`src/rtl/vga_sync_decoder.sv`:
```
// Receive-side VGA sync decoder: rebuilds hcount/vcount from incoming syncs,
// measures line/frame periods and sync widths, and tracks lock with a 4-state FSM.
module vga_sync_decoder #(
  parameter int H_TOTAL      = 1056,
  parameter int V_TOTAL      = 628,
  parameter int H_SYNC_FIRST = 840,
  parameter int H_SYNC_LEN   = 128,
  parameter int V_SYNC_FIRST = 601,
  parameter int V_SYNC_LEN   = 4,
  parameter int LOCK_LINES   = 4
) (
  input  logic        clk,
  input  logic        rst,
  input  logic        hsync_in,
  input  logic        vsync_in,
  input  logic        hblnk_in,
  input  logic        vblnk_in,
  output logic [10:0] hcount,
  output logic [10:0] vcount,
  output logic        hsync_out,
  output logic        vsync_out,
  output logic        hblnk_out,
  output logic        vblnk_out,
  output logic        locked,
  output logic        h_err,
  output logic        v_err,
  output logic [1:0]  state_dbg
);

  typedef enum logic [1:0] {SEARCH = 2'd0, H_ACQ = 2'd1, V_ACQ = 2'd2, LOCKED = 2'd3} state_t;

  localparam logic [11:0] WD_LIMIT = 12'(2 * H_TOTAL - 1);

  state_t      state, state_nx;
  logic        hs_q, vs_q, hb_q, vb_q, hs_q_d, vs_q_d;
  logic [11:0] line_cnt, hs_run;
  logic [10:0] frame_lines, vs_run;
  logic [7:0]  good_cnt, good_nx;
  logic        v_armed, armed_nx;
  logic        h_err_nx, v_err_nx, wd_trip;
  logic        hs_rise, hs_fall, vs_rise, vs_fall, h_wrap;

  assign hs_rise   = hs_q & ~hs_q_d;
  assign hs_fall   = ~hs_q & hs_q_d;
  assign vs_rise   = vs_q & ~vs_q_d;
  assign vs_fall   = ~vs_q & vs_q_d;
  assign h_wrap    = (hcount == 11'(H_TOTAL - 1));
  assign state_dbg = state;

  // Stage 1: input capture plus the previous-sample copies used for edge detection
  always_ff @(posedge clk or posedge rst) begin
    if (rst) begin
      hs_q <= 1'b0; vs_q <= 1'b0; hb_q <= 1'b0; vb_q <= 1'b0;
      hs_q_d <= 1'b0; vs_q_d <= 1'b0;
    end else begin
      hs_q <= hsync_in; vs_q <= vsync_in; hb_q <= hblnk_in; vb_q <= vblnk_in;
      hs_q_d <= hs_q; vs_q_d <= vs_q;
    end
  end

  always_comb begin
    h_err_nx = 1'b0;
    v_err_nx = 1'b0;
    if (state != SEARCH) begin
      if (hs_rise && (line_cnt + 12'd1 != 12'(H_TOTAL))) h_err_nx = 1'b1;
      if (hs_fall && (hs_run != 12'(H_SYNC_LEN)))        h_err_nx = 1'b1;
    end
    // Armed only once a vsync rise has been seen in V_ACQ/LOCKED
    if (v_armed) begin
      if (vs_rise && (frame_lines != 11'(V_TOTAL))) v_err_nx = 1'b1;
      if (vs_fall && (vs_run != 11'(V_SYNC_LEN)))   v_err_nx = 1'b1;
    end
  end

  assign wd_trip = (state != SEARCH) && !hs_rise && (line_cnt >= WD_LIMIT);

  always_comb begin
    state_nx = state;
    good_nx  = good_cnt;
    armed_nx = v_armed;
    if (wd_trip) begin
      state_nx = SEARCH;
    end else begin
      case (state)
        SEARCH: if (hs_rise) begin
          state_nx = H_ACQ;
          good_nx  = 8'd0;
        end
        H_ACQ: if (h_err_nx) begin
          good_nx = 8'd0;
        end else if (hs_rise) begin
          good_nx = good_cnt + 8'd1;
          if (good_cnt == 8'(LOCK_LINES - 1)) state_nx = V_ACQ;
        end
        V_ACQ: if (h_err_nx) begin
          state_nx = H_ACQ;
          good_nx  = 8'd0;
        end else if (vs_rise) begin
          if (v_armed && !v_err_nx) state_nx = LOCKED;
          armed_nx = 1'b1;
        end else if (v_err_nx) begin
          armed_nx = 1'b0;
        end
        LOCKED: if (h_err_nx) begin
          state_nx = H_ACQ;
          good_nx  = 8'd0;
        end else if (v_err_nx) begin
          state_nx = V_ACQ;
          armed_nx = vs_rise;
        end
        default: state_nx = SEARCH;
      endcase
    end
    if (state_nx == SEARCH || state_nx == H_ACQ) armed_nx = 1'b0;
  end

  // Stage 2: counters, measurements, FSM and all outputs
  always_ff @(posedge clk or posedge rst) begin
    if (rst) begin
      state <= SEARCH; good_cnt <= 8'd0; v_armed <= 1'b0;
      hcount <= 11'd0; vcount <= 11'd0;
      line_cnt <= 12'd0; hs_run <= 12'd0; frame_lines <= 11'd0; vs_run <= 11'd0;
      hsync_out <= 1'b0; vsync_out <= 1'b0; hblnk_out <= 1'b0; vblnk_out <= 1'b0;
      locked <= 1'b0; h_err <= 1'b0; v_err <= 1'b0;
    end else begin
      state <= state_nx; good_cnt <= good_nx; v_armed <= armed_nx;
      if (hs_rise)     hcount <= 11'(H_SYNC_FIRST);
      else if (h_wrap) hcount <= 11'd0;
      else             hcount <= hcount + 11'd1;
      if (vs_rise)                 vcount <= 11'(V_SYNC_FIRST);
      else if (h_wrap && !hs_rise) vcount <= (vcount == 11'(V_TOTAL - 1)) ? 11'd0 : vcount + 11'd1;
      if (hs_rise)                  line_cnt <= 12'd0;
      else if (line_cnt != 12'hfff) line_cnt <= line_cnt + 12'd1;
      if (hs_rise)                       hs_run <= 12'd1;
      else if (hs_q && hs_run != 12'hfff) hs_run <= hs_run + 12'd1;
      if (vs_rise)                               frame_lines <= {10'd0, hs_rise};
      else if (hs_rise && frame_lines != 11'h7ff) frame_lines <= frame_lines + 11'd1;
      if (vs_rise)                                 vs_run <= {10'd0, hs_rise};
      else if (hs_rise && vs_q && vs_run != 11'h7ff) vs_run <= vs_run + 11'd1;
      hsync_out <= hs_q; vsync_out <= vs_q; hblnk_out <= hb_q; vblnk_out <= vb_q;
      locked <= (state_nx == LOCKED);
      h_err  <= h_err_nx;
      v_err  <= v_err_nx;
    end
  end

endmodule
```
`config.mk`:
```
export PLATFORM = sky130hd
export DESIGN_NAME = vga_sync_decoder
export DESIGN_NICKNAME = d
export VERILOG_FILES = /design/src/rtl/vga_sync_decoder.sv
export SDC_FILE = /design/constraint.sdc
export NUM_CORES = 1
export LEC_CHECK = 0
export ABC_AREA = 0
export ABC_CLOCK_PERIOD_IN_PS = 3000
export CAP_MARGIN = 20
export CORE_MARGIN = 2
export CORE_UTILIZATION = 25
export CTS_CLUSTER_SIZE = 30
export DETAILED_ROUTE_END_ITERATION = 12
export PLACE_DENSITY = 0.51
export SYNTH_ARGS = -nofsm -noshare
export SYNTH_HDL_FRONTEND = slang
export SYNTH_SLANG_ARGS = --single-unit
```
`constraint.sdc`:
```
create_clock -name clk -period 3 [get_ports clk]
set_input_delay 0.3 -clock clk [delete_from_list [all_inputs] [get_ports clk]]
set_output_delay 0.3 -clock clk [all_outputs]
set_load 0.1 [all_outputs]
```
==> results of run 1 <==
timing repair:
item | 4_1_cts | 5_1_grt
resized for setup | 0 | 1
hold buffers | 0 | 0
endpoints found under the setup margin | 0 | 5
worst paths after layout:
check	from	end	cells after the start
worst max-delay path	line_cnt[0]	good_cnt[7]	8
worst min register to register	vb_q	vblnk_out	0
worst min-delay path	rst	hcount[10]	2
worst max register to register	line_cnt[0]	good_cnt[7]	8
min in group clk	vb_q	vblnk_out	0
max in group asynchronous	rst	line_cnt[2]	3
cells by family after synthesis:
kind of cell,after synthesis,synth area share (%)
compound gates,107,14.3
xor+xnor,34,6.30
buf+inv,35,3.07
simple gates,225,25.3
flops,90,47.6
fa+ha+maj,11,2.91
mux,2,0.450
per-stage QoR:
| step | instance area [um^2] | hold slack, ps | cells | setup WS (ps) |
|---|---|---|---|---|
| 2_1_floorplan | 4730 | 331 | 504 | 337 |
| 3_3_place_gp | 5330 | 347 | 770 | 254 |
| 3_5_place_dp | 5330 | 349 | 770 | 153 |
| 4_1_cts | 5640 | 212 | 786 | 152 |
| 5_1_grt | 5640 | 244 | 786 | 61.0 |
| 6_report | 5640 | 217 | 786 | 232 |
cell usage in the layout (no fill, tap or decap), types with 4 or more instances in the layout:
master           count
nand2b_1             5
clkbuf_16            9
ha_1                10
buf_4               37
clkdlybuf4s50_1      7
nor4_1               7
nand3_1             28
a21oi_1             40
nand2_1             42
inv_1               21
and3_1              11
dfrtp_1             90
nor2_1              62
and4_1               5
o21ai_0             25
o211ai_1             4
nand4_1             13
a31oi_1              7
nor3_1               9
and2_1               4
or2_2                7
or3_1                7
xor2_1              19
xnor2_1             15
state kept, by name, summed over array words and instances, names as in the netlist, 2 cells and up:
name         cells
good_cnt         8
hs_run          12
vcount          11
line_cnt        12
frame_lines     11
hcount          11
state_dbg        2
vs_run          11
layer usage:
metal	part of all wire [%]	routed length [um]	global-route usage, %	vias to the layer above
met5	0	0	0	-
met1	47	4970	14.5	1855
met2	48	5030	18.7	53
met4	1.2	126	3.16	0
li1	-	-	-	1895
met3	3.7	385	3.54	10
layout make-up:
type / count / area (um^2)
multi-input combinational: 379 / 2340
clock inverter: 6 / 66.3
timing repair buffer: 45 / 368
inverter: 22 / 83.8
sequential: 90 / 2250
tap: 234 / 293
fill: 1974 / 13000
clock buffer: 10 / 239
report_power, final:
group	leakage [nW]	internal (mW)	switching, mW	total, mW
logic	1.09	0.171	0.401	0.571
clock network	0.141	0.668	0.486	1.15
registers	1.17	1.29	0.106	1.40
total	2.39	2.13	0.993	3.12
==> flow_summary.toml, run 1 <==
[synthesis]
synth_fp_nets = 521
ys.flop_type = "dfrtp_1"
synth_top_cell_by_area = "dfrtp_1"
synth_most_common_cell = "dfrtp_1"
synth_edf_count = 0
ys_seq_area_share_pct = 47.6
syn-cell-area_um2 = 4730
avgSynthCellArea_um2 = 9.38
ys_warn_count = 0
async_flop_share_pct = 100
yosys-top-cells-area = "dfrtp_1, nor2_1, a21oi_1"
synth_top_cells_by_count = "dfrtp_1, nor2_1, nand2_1, a21oi_1, nand3_1"
ys_types = 65
syn_inst = 504
ys_seq_elements = 90
synth_top_area_share_pct = 47.6

[worst_setup_path]
path_cells = "ha_2, nand4_4, or4_4, a21oi_2, nor2_2, o41ai_4, nand2b_4, o211ai_1"
critPathTopFamily = "simple AND/OR/NAND/NOR gates"
crit_buf_inv = 0
crit_path_start_kind = "flop"
rrSetupSlack_ps = 230
cp.arrival_ps = 2990
criticalPathCategory = "flop to flop"
cpPeakStageDelay_ps = 530
critPathSlowestCell = "or4_4"
end_kind = "flop"
worstPathMaxFanout = 8
worstPathRequired_ps = 3220

[timing]
rsz0062_at_grt = "false"
timing.final.crit_share_pct = 92.3
clock_skew_ps = 8.81
slew_headroom_pct = 35.4
fmax_ghz = 0.361
hold_viol_final = 0
finalCriticalPeriod_ps = 2770
setup_tns_ps = 0
tightest_slew_ps = 966
setup_viol_count_final = 0
slew_violations = 0

[job]
drv_cap = 0

[finish]
drive_gt1_share_pct = 14.5
syn2layout_area_growth_pct = 19.3
antenna_cells = 0
fin_util_pct = 30.2
fin_nets = 564

[pwr]
finalPower_mw = 3.12
power_density_nw_per_um2 = 554
peakVddDrop_v = 0.000237
leakagePower_nw = 2.39

[placed_design]
hpwl_um = 7480
globalplace.congestion = 0.831
io_buffers = 36

[grt]
grt_overflow = 0
grt_pass1_vias = 3782
grt_pass1_wl_um = 18600
antenna_found_initial = 0
grt_max_degree = 48
grtUsageTotal_pct = 11.4

[die]
pin_count = 37
die_y_um = 142
die_w_um = 142
start_util_pct = 25.4
core_um2 = 18600
die_area_um2 = 20000
row_count = 50

[clock_network]
clkTransAtPathRegs_ps = 70
htree_num_levels = 3
clock-sinks = 90
clock_latency_ps = 350
numCtsBuffers = 9
post_cts_buffers = 0
cts_root_buf = "clkbuf_16"
cts_max_path_buffers = 2
cts_tree = "built"

[run_status]
outcome = "finished, final reports clean"

[detailed_routing]
routed_via_density = 4.85
drt-initial-drc-count = 219
wirelength_um = 10500
antenna_left = 0
drc = 0
first_pass_iters = 4
avgRoutedWirePerCell_um = 13.4
vias = 3813

[worst_hold_path]
worstHoldPathType = "primary input to async pin"
(Power assumes the default switching activity.)
==> inputs of run 2 (changes only) <==
Settings changed: CORE_UTILIZATION 25 to 58, PLACE_DENSITY 0.51 to 0.89.
==> run 2 against run 1 <==
Net effect:
- setup slack gained 24 ps
- first-iteration DRC count grew 19%
- register-to-register slack gained 20 ps
- worst hold slack gained 120 ps
- core utilization grew 38 points
- sequential share of layout area grew 2.2 points
- fmax grew 0.88%
- combinational power shrank 0.7%
- final area shrank 5.3%
- total power shrank 12%
- clock skew grew 6.1 ps
- sequential power is essentially flat
- critical endpoint is now good_cnt[6]
- largest power group unchanged
==> flow_summary.toml, run 2 (synthesized netlist as in run 1, its figures left out) <==
[die]
die_w_um = 94.3
pin_count = 37
row_count = 32
start_util_pct = 60.5
core_um2 = 7810
die_area_um2 = 8890
die_y_um = 94.3

[clock_network]
post_cts_buffers = 0
cts_max_path_buffers = 2
clock-sinks = 90
clock_latency_ps = 370
cts_tree = "built"
ctsHoldBuffers = 0
numCtsBuffers = 9
cts_root_buf = "clkbuf_8"
clkTransAtPathRegs_ps = 100
cts_resized = 0
htree_num_levels = 3

[worst_setup_path]
worstPathRequired_ps = 3280
criticalPathCategory = "flop to flop"
crit_path_end = "good_cnt[6]"
reg2reg_to = "good_cnt[6]"
cp_num_cells = 8
rrSetupSlack_ps = 260
cpPeakStageDelay_ps = 540
end_kind = "flop"
path_cells = "ha_1, nand4_4, or4_4, a21oi_2, o211ai_1, o21ai_2, o21ai_0, a31oi_1"
cp-startpoint = "line_cnt[0]"
critPathTopFamily = "compound AO/OA/AOI/OAI gates"
critPathSlowestCell = "or4_4"
reg2reg_depth = 8
worstPathMaxFanout = 8
crit_path_start_kind = "flop"
crit_buf_inv = 0
cp.arrival_ps = 3020
r2r-start = "line_cnt[0]"

[finish]
multi_input_area_um2 = 2330
mostFrequentLayoutCell = "dfrtp_1"
fin_cells = 652
fin_nets = 562
layout_common_cells = "dfrtp_1, nor2_1, nand2_1, a21oi_1, buf_4"
drive_gt1_share_pct = 13.8
fill_cells = 602
antenna_cells = 0
register_area_um2 = 2250
fin_util_pct = 68.4
syn2layout_area_growth_pct = 13.0
largestRegisters = "hs_run x12, line_cnt x12"

[placed_design]
placed_cells = 636
io_buffers = 36
globalplace.congestion = 0.861
place_ws_ps = 285
hpwl_um = 6970

[timing]
finalWorstSetupSlack_ps = 256
slew_violations = 0
hold_viol_final = 0
clock_skew_ps = 14.9
slew_headroom_pct = 35.0
fmax_ghz = 0.364
setup_viol_count_final = 0
timing.final.crit_share_pct = 91.5
rsz0062_at_grt = "false"
setup_tns_ps = 0
finalCriticalPeriod_ps = 2740
tightest_slew_ps = 971

[worst_hold_path]
worstHoldPathType = "primary input to async pin"

[detailed_routing]
drc = 0
antenna_left = 0
vias = 3969
wirelength_um = 10200
avgRoutedWirePerCell_um = 15.6
first_pass_iters = 5
routed_via_density = 6.09
drt-initial-drc-count = 261

[pwr]
pwr-share-seq_pct = 50.8
power_density_nw_per_um2 = 513
leakagePower_nw = 2.33
p_int_mw = 1.77
p_comb_share_pct = 20.7
clockPowerShare_pct = 28.5
peakVddDrop_v = 0.000240
power.switching_mw = 0.970
swShare_pct = 35.4

[grt]
grt_pass1_wl_um = 17600
antenna_found_initial = 0
grt_overflow = 0
grt_max_degree = 91
grtUsageTotal_pct = 25.0
grt_pass1_vias = 3866

[job]
drv_cap = 0

[run_status]
outcome = "finished, final reports clean"
run 2: cell count changes in the layout (fill, tap and decap cells not counted), moves of 2 or more:
cell | previous run | this run
inv_6 | 0 | 2
clkbuf_8 | 1 | 9
buf_4 | 37 | 34
clkbuf_16 | 9 | 0
run 2: how the worst min path moves through the flow:
stage	from	to	slack (ps)
final	rst	vcount[3]	330
after global routing	vblnk_in	vb_q	360
after CTS	hsync_in	hs_q	360
after detailed placement	hb_q	hblnk_out	340
after global placement	vb_q	vblnk_out	330
after floorplan	hb_q	hblnk_out	330
run 2: routing by layer:
metal / vias up / track usage (%) / routed length (um)
met5: - / 0 / 0
met4: 0 / 8.94 / 159
met3: 20 / 5.14 / 556
met2: 139 / 42.5 / 5150
met1: 1925 / 31.5 / 4290
li1: 1885 / - / -
run 2: final cells by class:
cell class,instances,share of cell area [%]
Inverter,22,1.57
Sequential cell,90,42.2
Clock inverter,7,1.17
Clock buffer,9,2.32
Timing Repair Buffer,43,6.65
Multi-Input combinational cell,379,43.7
Tap cell,102,2.39
run 2: power by group through the flow:
stage	registers, mW	clock network, mW	logic [mW]
finish	1.39	0.782	0.567
detailed placement	1.42	0	0.568
global placement	1.41	0	0.556
CTS	1.39	0.795	0.571
floorplan	1.60	0	0.247
global route	1.41	0.850	0.618
run 2: stage by stage:
step | instance area, um^2 | hold WS, ps | power [mW]
after global routing | 5340 | 362 | 2.88
after detailed placement | 5150 | 343 | 1.98
final | 5340 | 334 | 2.74
after CTS | 5340 | 359 | 2.76
after global placement | 5150 | 333 | 1.96
after floorplan | 4730 | 331 | 1.84
run 2: worst register-to-register path, delay by kind of cell (launching register included):
kind / cells / cell delay, ps
AOI/OAI and AO/OA: 5 / 1070
and+or+nand+nor: 2 / 710
DFF: 1 / 460
adders and majority gates: 1 / 420
==> inputs of run 3 (changes only) <==
Settings changed: SLEW_MARGIN set to 15.
==> results of run 3 <==
Final layout, timing and power as in run 2 (identical DEF).
